<file path="config.mk">
export PLATFORM = sky130hd
export DESIGN_NAME = oled_text_feeder
export DESIGN_NICKNAME = d
export VERILOG_FILES = /design/src/rtl/oled_pkg.sv /design/src/rtl/oled_char_buf.sv /design/src/rtl/oled_text_feeder.sv
export SDC_FILE = /design/constraint.sdc
export NUM_CORES = 1
export LEC_CHECK = 0
export CORE_MARGIN = 5
export CORE_UTILIZATION = 50
export CTS_BUF_LIST = sky130_fd_sc_hd__clkbuf_4 sky130_fd_sc_hd__clkbuf_8
export DETAILED_ROUTE_END_ITERATION = 7
export GPL_ROUTABILITY_DRIVEN = 0
export PLACE_DENSITY = 0.66
export SYNTH_ARGS = -nofsm -noshare
export SYNTH_HDL_FRONTEND = slang
export SYNTH_SLANG_ARGS = --single-unit
</file>
<file path="constraint.sdc">
create_clock -name i_clk -period 5.2 [get_ports i_clk]
set_input_delay 1.04 -clock i_clk [delete_from_list [all_inputs] [get_ports i_clk]]
set_output_delay 1.04 -clock i_clk [all_outputs]
set_load 0.005 [all_outputs]
</file>
<file path="src/rtl/oled_pkg.sv">
// Shared geometry, widths and FSM state type for the OLED text feeder.
package oled_pkg;
  localparam int unsigned OLED_COLS  = 16;
  localparam int unsigned OLED_PAGES = 4;
  localparam int unsigned OLED_CHARS = OLED_COLS * OLED_PAGES;
  localparam int unsigned CHAR_W     = 7;
  localparam int unsigned IDX_W      = 6;

  localparam logic [IDX_W-1:0] LAST_IDX = IDX_W'(OLED_CHARS - 1);

  typedef enum logic [1:0] {
    ST_IDLE,
    ST_PRESENT,
    ST_RELEASE
  } state_e;
endpackage

</file>
<file path="src/rtl/oled_char_buf.sv">
// 64-entry ASCII screen buffer: one synchronous write port, one combinational read port.
module oled_char_buf
  import oled_pkg::*;
#(
  parameter logic [CHAR_W-1:0] BLANK_CHAR = 7'h20
) (
  input  logic              i_clk,
  input  logic              i_arst_n,
  input  logic              i_wr_en,
  input  logic [IDX_W-1:0]  i_wr_addr,
  input  logic [CHAR_W-1:0] i_wr_char,
  input  logic [IDX_W-1:0]  i_rd_addr,
  output logic [CHAR_W-1:0] o_rd_char
);
  logic [CHAR_W-1:0] mem_q [OLED_CHARS];

  always_ff @(posedge i_clk or negedge i_arst_n) begin
    if (!i_arst_n) begin
      for (int unsigned i = 0; i < OLED_CHARS; i++) mem_q[i] <= BLANK_CHAR;
    end else if (i_wr_en) begin
      mem_q[i_wr_addr] <= i_wr_char;
    end
  end

  assign o_rd_char = mem_q[i_rd_addr];
endmodule

</file>
<file path="src/rtl/oled_text_feeder.sv">
// Streams the 64-char screen buffer to oled_cntrl one character per valid/done handshake.
module oled_text_feeder
  import oled_pkg::*;
#(
  parameter bit                AUTO_REFRESH = 1'b1,
  parameter logic [CHAR_W-1:0] BLANK_CHAR   = 7'h20
) (
  input  logic              i_clk,
  input  logic              i_arst_n,
  input  logic              i_wr_en,
  input  logic [IDX_W-1:0]  i_wr_addr,
  input  logic [CHAR_W-1:0] i_wr_char,
  input  logic              i_refresh,
  output logic [CHAR_W-1:0] o_data,
  output logic              o_data_valid,
  input  logic              i_done,
  output logic              o_busy,
  output logic              o_frame_done
);
  state_e            state_q, state_d;
  logic [IDX_W-1:0]  idx_q, idx_d, rd_addr;
  logic [CHAR_W-1:0] data_q, data_d, rd_char;
  logic              valid_q, valid_d;
  logic              pending_q, pending_d;
  logic              dirty_q, dirty_d;
  logic              frame_done;

  // Read port looks one entry ahead: entry 0 when starting a frame, idx+1 when advancing.
  assign rd_addr = (state_q == ST_IDLE) ? '0 : idx_q + 1'b1;

  oled_char_buf #(.BLANK_CHAR(BLANK_CHAR)) u_buf (
    .i_clk     (i_clk),
    .i_arst_n  (i_arst_n),
    .i_wr_en   (i_wr_en),
    .i_wr_addr (i_wr_addr),
    .i_wr_char (i_wr_char),
    .i_rd_addr (rd_addr),
    .o_rd_char (rd_char)
  );

  always_ff @(posedge i_clk or negedge i_arst_n) begin
    if (!i_arst_n) begin
      state_q   <= ST_IDLE;
      idx_q     <= '0;
      data_q    <= BLANK_CHAR;
      valid_q   <= 1'b0;
      pending_q <= 1'b1;
      dirty_q   <= 1'b0;
    end else begin
      state_q   <= state_d;
      idx_q     <= idx_d;
      data_q    <= data_d;
      valid_q   <= valid_d;
      pending_q <= pending_d;
      dirty_q   <= dirty_d;
    end
  end

  always_comb begin
    state_d    = state_q;
    idx_d      = idx_q;
    data_d     = data_q;
    valid_d    = valid_q;
    pending_d  = pending_q;
    dirty_d    = dirty_q;
    frame_done = 1'b0;
    case (state_q)
      ST_IDLE: begin
        if (pending_q || (AUTO_REFRESH && dirty_q)) begin
          pending_d = 1'b0;
          dirty_d   = 1'b0;
          idx_d     = '0;
          data_d    = rd_char;
          valid_d   = 1'b1;
          state_d   = ST_PRESENT;
        end
      end
      ST_PRESENT: begin
        if (i_done) begin
          valid_d = 1'b0;
          state_d = ST_RELEASE;
        end
      end
      ST_RELEASE: begin
        if (!i_done) begin
          if (idx_q == LAST_IDX) begin
            idx_d      = '0;
            frame_done = 1'b1;
            state_d    = ST_IDLE;
          end else begin
            idx_d   = idx_q + 1'b1;
            data_d  = rd_char;
            valid_d = 1'b1;
            state_d = ST_PRESENT;
          end
        end
      end
      default: state_d = ST_IDLE;
    endcase
    // Requests landing in the frame-start cycle survive the clear above.
    if (i_refresh) pending_d = 1'b1;
    if (i_wr_en)   dirty_d   = 1'b1;
  end

  assign o_data       = data_q;
  assign o_data_valid = valid_q;
  assign o_busy       = (state_q != ST_IDLE);
  assign o_frame_done = frame_done;
endmodule

</file>
==> impl_metrics.py, run 1 <==
metrics = {
    "logic_synthesis": {
        "synth_mux_area_share_pct": 26.11,
        "syn_inst": 1818,
        "netlist.area_leader.share_pct": 44.67,
        "synth_most_common_cell": "mux2_2",
        "synth_seq_cells": 466,
        "ys_top_cells_by_count": "mux2_2, dfrtp_1, nand2_1",
        "synthesis.area_mm2": 0.02241,
        "synth_xor_area_share_pct": 0.3015,
        "synth_top_cell_by_area": "dfrtp_1",
        "async_reset_ff_share_pct": 100.0,
        "synth_top_flop_cell": "dfrtp_1",
        "synth_edf_count": 0,
        "synth_compound_area_share_pct": 12.15,
        "syn_nets": 1837,
        "ys_warn_count": 0,
        "synth_top_family_by_area": "multiplexers",
        "synth-adder-area-share_pct": 0.05583,
        "syn_avg_cell_area_um2": 12.33,
        "synthSimpleGateAreaFrac_pct": 5.834,
        "yosysSeqAreaShare_pct": 52.40,
        "synth_cell_types": 71,
        "yosys-top-cells-area": "dfrtp_1, mux2_2, dfstp_2",
    },
    "clock_network": {
        "cts_tree": "yes",
        "cts_buffers": 80,
        "clk_path_buf_depth": 3,
        "ctsHoldBuffers": 0,
        "cts.clk_slew.worst_paths_ns": 0.06,
        "cts_root_buf": "clkbuf_8",
        "clock-sinks": 466,
        "post_cts_buffers": 0,
        "cts-resized-gates": 0,
        "clk_latency_ns": 0.70,
        "htree_levels": 3,
    },
    "flow_run": {
        "maxCapViolations": 0,
    },
    "setup_path": {
        "worst-endpoint-required_ns": 4.16,
        "crit_type": "reg2out",
        "worst_setup_path_start_kind": "flip-flop",
        "worstPathMaxFanout": 27,
        "crit_path_end_kind": "output pin",
        "worstPathArrival_ns": 3.47,
    },
    "timing": {
        "final-setup-viol-count": 0,
        "tns_ns": 0,
        "worstMarginPinSlew_ns": 1.019,
        "hold-worst-slack_ns": 0.4513,
        "max_slew_margin_pct": 31.90,
        "max_freq_mhz": 221.9,
        "min_period_over_period_pct": 86.67,
        "clock_skew_ns": 0.05384,
        "finalMaxSlewViolations": 0,
        "rsz0062_at_grt": "no",
        "finalHoldViolCount": 0,
        "period_needed_ns": 4.507,
        "fin_ws_ns": 0.6931,
    },
    "routing": {
        "avgViaCountPerCell": 6.527,
        "drt_iter0_markers": 1431,
        "dr_total_vias": 16230,
        "drtPass1Iterations": 5,
        "drt-wirelength-per-cell_um": 27.10,
        "drc_errors": 0,
        "ant_nets": 0,
        "wl_um": 67380,
    },
    "cells_and_area": {
        "drive_gt1_share_pct": 40.15,
        "nFillCells": 3764,
        "nNetsFinal": 1844,
        "layout-area-overhead-vs-synth_pct": 11.41,
    },
    "global_routing": {
        "grt_max_degree": 112,
        "grt_use_total_pct": 27.11,
        "grt_antenna_before_repair": 1,
        "grt_pass1_wl_um": 103700,
        "grt_pass1_vias": 16500,
        "grt-ovfl-total": 0,
    },
    "pwr": {
        "combPwrFrac_pct": 32.3,
        "power_frac_seq_pct": 37.6,
        "power_switching_share_pct": 36.68,
        "p_per_area_mw_per_mm2": 484.1,
        "leakage_nw": 10.94,
        "peakVddDrop_uv": 319.5,
        "clkPwrFrac_pct": 30.1,
        "switchingPower_mw": 4.434,
        "p_int_mw": 7.653,
    },
    "floorplanning": {
        "dieArea_mm2": 0.04916,
        "die_y_um": 221.7,
        "start_util_pct": 50.57,
        "io_pins": 28,
        "core_mm2": 0.04432,
        "die_x_um": 221.7,
        "row_count": 77,
    },
    "min_path": {
        "hold_class": "in2async",
    },
    "status": {
        "status": "finished, final reports clean",
    },
    "placement": {
        "pre_cts_ws_ns": 1.291,
        "dpl.hpwl_um": 40940,
        "portBuffers": 27,
    },
}
## critical path, stage by stage (launching register included)
cell	delay (ns)
dfrtp_1	0.93
nor2_4	0.23
inv_2	0.59
buf_4	0.44
clkdlybuf4s50_1	0.57
## power groups by stage
stage / Combinational [mW] / Sequential [mW] / Clock, mW
final: 3.90 / 4.54 / 3.64
after global routing: 4.11 / 4.59 / 3.88
after CTS: 3.83 / 4.53 / 3.70
after detailed placement: 3.82 / 4.58 / 0
after global placement: 3.78 / 4.56 / 0
after floorplan: 2.52 / 4.44 / 0
## area by class of cell
class / instances / area (um2) / area share (%)
diodes: 1 / 2.502 / 0.01002
clock buffers: 139 / 1675 / 6.710
clock inverters: 11 / 103.9 / 0.4159
inverters: 5 / 18.77 / 0.07517
multi-input cells: 1197 / 10000 / 40.06
flip-flops and latches: 466 / 11750 / 47.05
well taps: 592 / 740.7 / 2.967
repair buffers: 75 / 675.6 / 2.706
## metal layers
layer | global-route usage, % | wire, um
met5 | 0 | 0
met4 | 9.763 | 2595
met3 | 6.567 | 5736
met2 | 41.95 | 30730
met1 | 37.61 | 28310
## registers in the layout, summed over array words and instances (netlist names)
| name | cells |
|---|---|
| state_q | 2 |
| u_buf.mem_q | 448 |
| pending_q | 1 |
| o_data | 7 |
| idx_q | 6 |
| dirty_q | 1 |
| o_data_valid | 1 |
## cell usage in the layout (no fill, tap or decap), types with 7 or more instances in the layout
master / n
buf_2: 7
a22o_1: 36
buf_4: 42
o221ai_1: 20
nand2_1: 116
o22ai_1: 22
nand3_1: 20
o21ai_0: 49
a221o_1: 12
a211oi_1: 11
nor2_1: 96
o211ai_1: 17
a21o_1: 11
a2bb2oi_1: 7
nor2b_1: 9
mux2i_1: 57
dfrtp_1: 399
clkbuf_4: 38
o2bb2ai_1: 15
clkbuf_8: 101
a22oi_1: 17
a221oi_1: 53
dfstp_2: 66
clkdlybuf4s50_1: 19
mux2_2: 459
nor3_1: 14
a21oi_1: 62
## kinds of logic (layout without fill, tap and decap cells)
family	Yosys count	count (layout)
adder cells (fa/ha/maj)	1	1
AND/OR/NAND/NOR	298	298
XOR/XNOR	6	6
AO/OA/AOI/OAI	371	371
buffers and inverters	155	230
multiplexers	521	521
other	0	1
flip-flops	466	466
## through the flow
stage	instance area [um2]	total power [mW]	utilization [%]	instances
detailed placement	23190	8.401	52.32	2335
global route	24970	12.58	56.34	2486
CTS	24970	12.05	56.33	2485
global placement	23190	8.339	52.32	2335
floorplan	22410	6.957	-	1818
finish	24970	12.09	56.34	2486
## final timing paths
check                                         to  cells after the start        startpoint  slack [ns]
min in group i_clk              u_buf.mem_q[374]                      1  u_buf.mem_q[374]        0.50
worst max register to register         o_data[3]                      8        state_q[0]        1.28
worst max-delay path                      o_busy                      4        state_q[0]        0.69
max in group asynchronous       u_buf.mem_q[339]                      2          i_arst_n        3.55
worst min-delay path             u_buf.mem_q[52]                      1          i_arst_n        0.45
worst min register to register  u_buf.mem_q[374]                      1  u_buf.mem_q[374]        0.50
Note: power is estimated with default switching activity, not from simulation.
==> run 2, diff against run 1 <==
Settings changed: CORE_ASPECT_RATIO set to 1.2, CORE_MARGIN 5 to unset.
==> impl_metrics.py, run 2 (same netlist as run 1, synthesis figures left out) <==
metrics = {
    "floorplanning": {
        "core_mm2": 0.04404,
        "start_util_pct": 50.89,
        "dieArea_mm2": 0.04567,
        "die_x_um": 195.3,
        "row_count": 84,
        "io_pins": 28,
        "die_y_um": 233.9,
    },
    "clock_network": {
        "clk_latency_ns": 0.67,
        "cts_root_buf": "clkbuf_8",
        "post_cts_buffers": 0,
        "clock-sinks": 466,
        "htree_levels": 3,
        "cts-resized-gates": 0,
        "ctsHoldBuffers": 0,
        "clk_path_buf_depth": 3,
        "cts.clk_slew.worst_paths_ns": 0.06,
        "cts_tree": "yes",
        "cts_buffers": 77,
    },
    "routing": {
        "drtPass1Iterations": 6,
        "dr_total_vias": 15990,
        "drt-wirelength-per-cell_um": 27.73,
        "avgViaCountPerCell": 6.562,
        "drc_errors": 0,
        "wl_um": 67570,
        "drt_iter0_markers": 1617,
        "ant_nets": 0,
    },
    "setup_path": {
        "crit_type": "reg2out",
        "worstPathMaxFanout": 27,
        "crit_path_end_kind": "output pin",
        "ff2ff_path_depth": 8,
        "r2r_start": "idx_q[0]",
        "crit_start": "state_q[0]",
        "worst_setup_path_start_kind": "flip-flop",
        "reg2reg_slack_ns": 1.21,
        "worstPathArrival_ns": 3.13,
        "worst-endpoint-required_ns": 4.16,
        "rr_endpoint": "o_data[2]",
        "critPathCapture": "o_busy",
    },
    "timing": {
        "max_freq_mhz": 239.8,
        "hold-worst-slack_ns": 0.4863,
        "tns_ns": 0,
        "worstMarginPinSlew_ns": 1.207,
        "fin_ws_ns": 1.030,
        "clock_skew_ns": 0.03633,
        "final-setup-viol-count": 0,
        "min_period_over_period_pct": 80.19,
        "rsz0062_at_grt": "no",
        "max_slew_margin_pct": 19.47,
        "finalHoldViolCount": 0,
        "period_needed_ns": 4.170,
        "finalMaxSlewViolations": 0,
    },
    "pwr": {
        "leakage_nw": 10.89,
        "p_int_mw": 7.581,
        "clkPwrFrac_pct": 29.1,
        "peakVddDrop_uv": 291.6,
        "power_switching_share_pct": 36.63,
        "p_per_area_mw_per_mm2": 482.3,
        "combPwrFrac_pct": 32.4,
        "power_frac_seq_pct": 38.4,
        "switchingPower_mw": 4.381,
        "total_power_mw": 11.96,
    },
    "placement": {
        "dp_cells": 2299,
        "post_dp_cell_area_mm2": 0.02312,
        "pre_cts_ws_ns": 1.211,
        "portBuffers": 27,
        "dpl.hpwl_um": 41690,
    },
    "cells_and_area": {
        "stdcell_count": 2437,
        "nNetsFinal": 1838,
        "drive_gt1_share_pct": 39.67,
        "num_antenna_cells": 0,
        "final_cell_mix": "mux2_2, dfrtp_1, nand2_1, clkbuf_8, nor2_1",
        "utilization_pct": 56.32,
        "largest_reg_flops": 448,
        "nFillCells": 3658,
        "final_area_mm2": 0.02480,
        "layout_commonest_cell": "mux2_2",
        "layout-area-overhead-vs-synth_pct": 10.67,
        "largest_register": "u_buf.mem_q",
    },
    "flow_run": {
        "maxCapViolations": 0,
    },
    "status": {
        "status": "finished, final reports clean",
    },
    "global_routing": {
        "grt_antenna_before_repair": 2,
        "grt_pass1_vias": 16250,
        "grt_pass1_wl_um": 103800,
        "grt_use_total_pct": 30.43,
        "grt_max_degree": 116,
        "grt-ovfl-total": 0,
    },
    "min_path": {
        "hold_class": "in2async",
    },
}
==> run 2: cell count changes in the layout (fill, tap and decap cells not counted), sizes merged <==
cell      change
buf           -3
clkbuf        -4
clkinv        -1
clkinvlp      -4
diode         -1
inv           -3
==> run 2: worst min-delay path by stage <==
stage | endpoint | cells past startpoint
after floorplan | u_buf.mem_q[374] | 1
after global placement | u_buf.mem_q[328] | 1
after detailed placement | u_buf.mem_q[351] | 1
after CTS | u_buf.mem_q[351] | 1
after global routing | u_buf.mem_q[331] | 1
final | u_buf.mem_q[405] | 1
==> run 2: per-layer routing <==
metal  GRT usage (%)  share of wire (%)  routed length, um  up-vias
met5               0              0.016                 11        -
met4           15.08                4.6               3134        2
met3           5.854                7.8               5302      206
met2           47.57                 46              31140      794
met1           40.75                 41              27990     8235
li1                -                  -                  -     6755
==> run 2: power by group through the flow <==
stage          clock network [mW]  registers, mW  logic [mW]
3_5_place_dp                    0           4.64        3.79
3_3_place_gp                    0           4.62        3.74
4_1_cts                      3.54           4.58        3.80
6_report                     3.49           4.60        3.88
2_1_floorplan                   0           4.44        2.52
5_1_grt                      3.71           4.65        4.04
==> run 2: critical path: stages (launching register included) <==
cell             delay (ns)
dfrtp_1                0.64
nor2_4                 0.72
inv_2                  0.30
buf_4                  0.33
clkdlybuf4s50_1        0.49
==> run 2: layout make-up <==
cell class                      instances  area, um2  share of cell area [%]
Clock buffer                          135       1639                   6.609
Clock inverter                          3      40.04                  0.1614
Inverter                                5      18.77                 0.07567
Multi-Input combinational cell       1197      10000                   40.33
Sequential cell                       466      11750                   47.37
Tap cell                              559      699.4                   2.820
Timing Repair Buffer                   72      653.1                   2.633
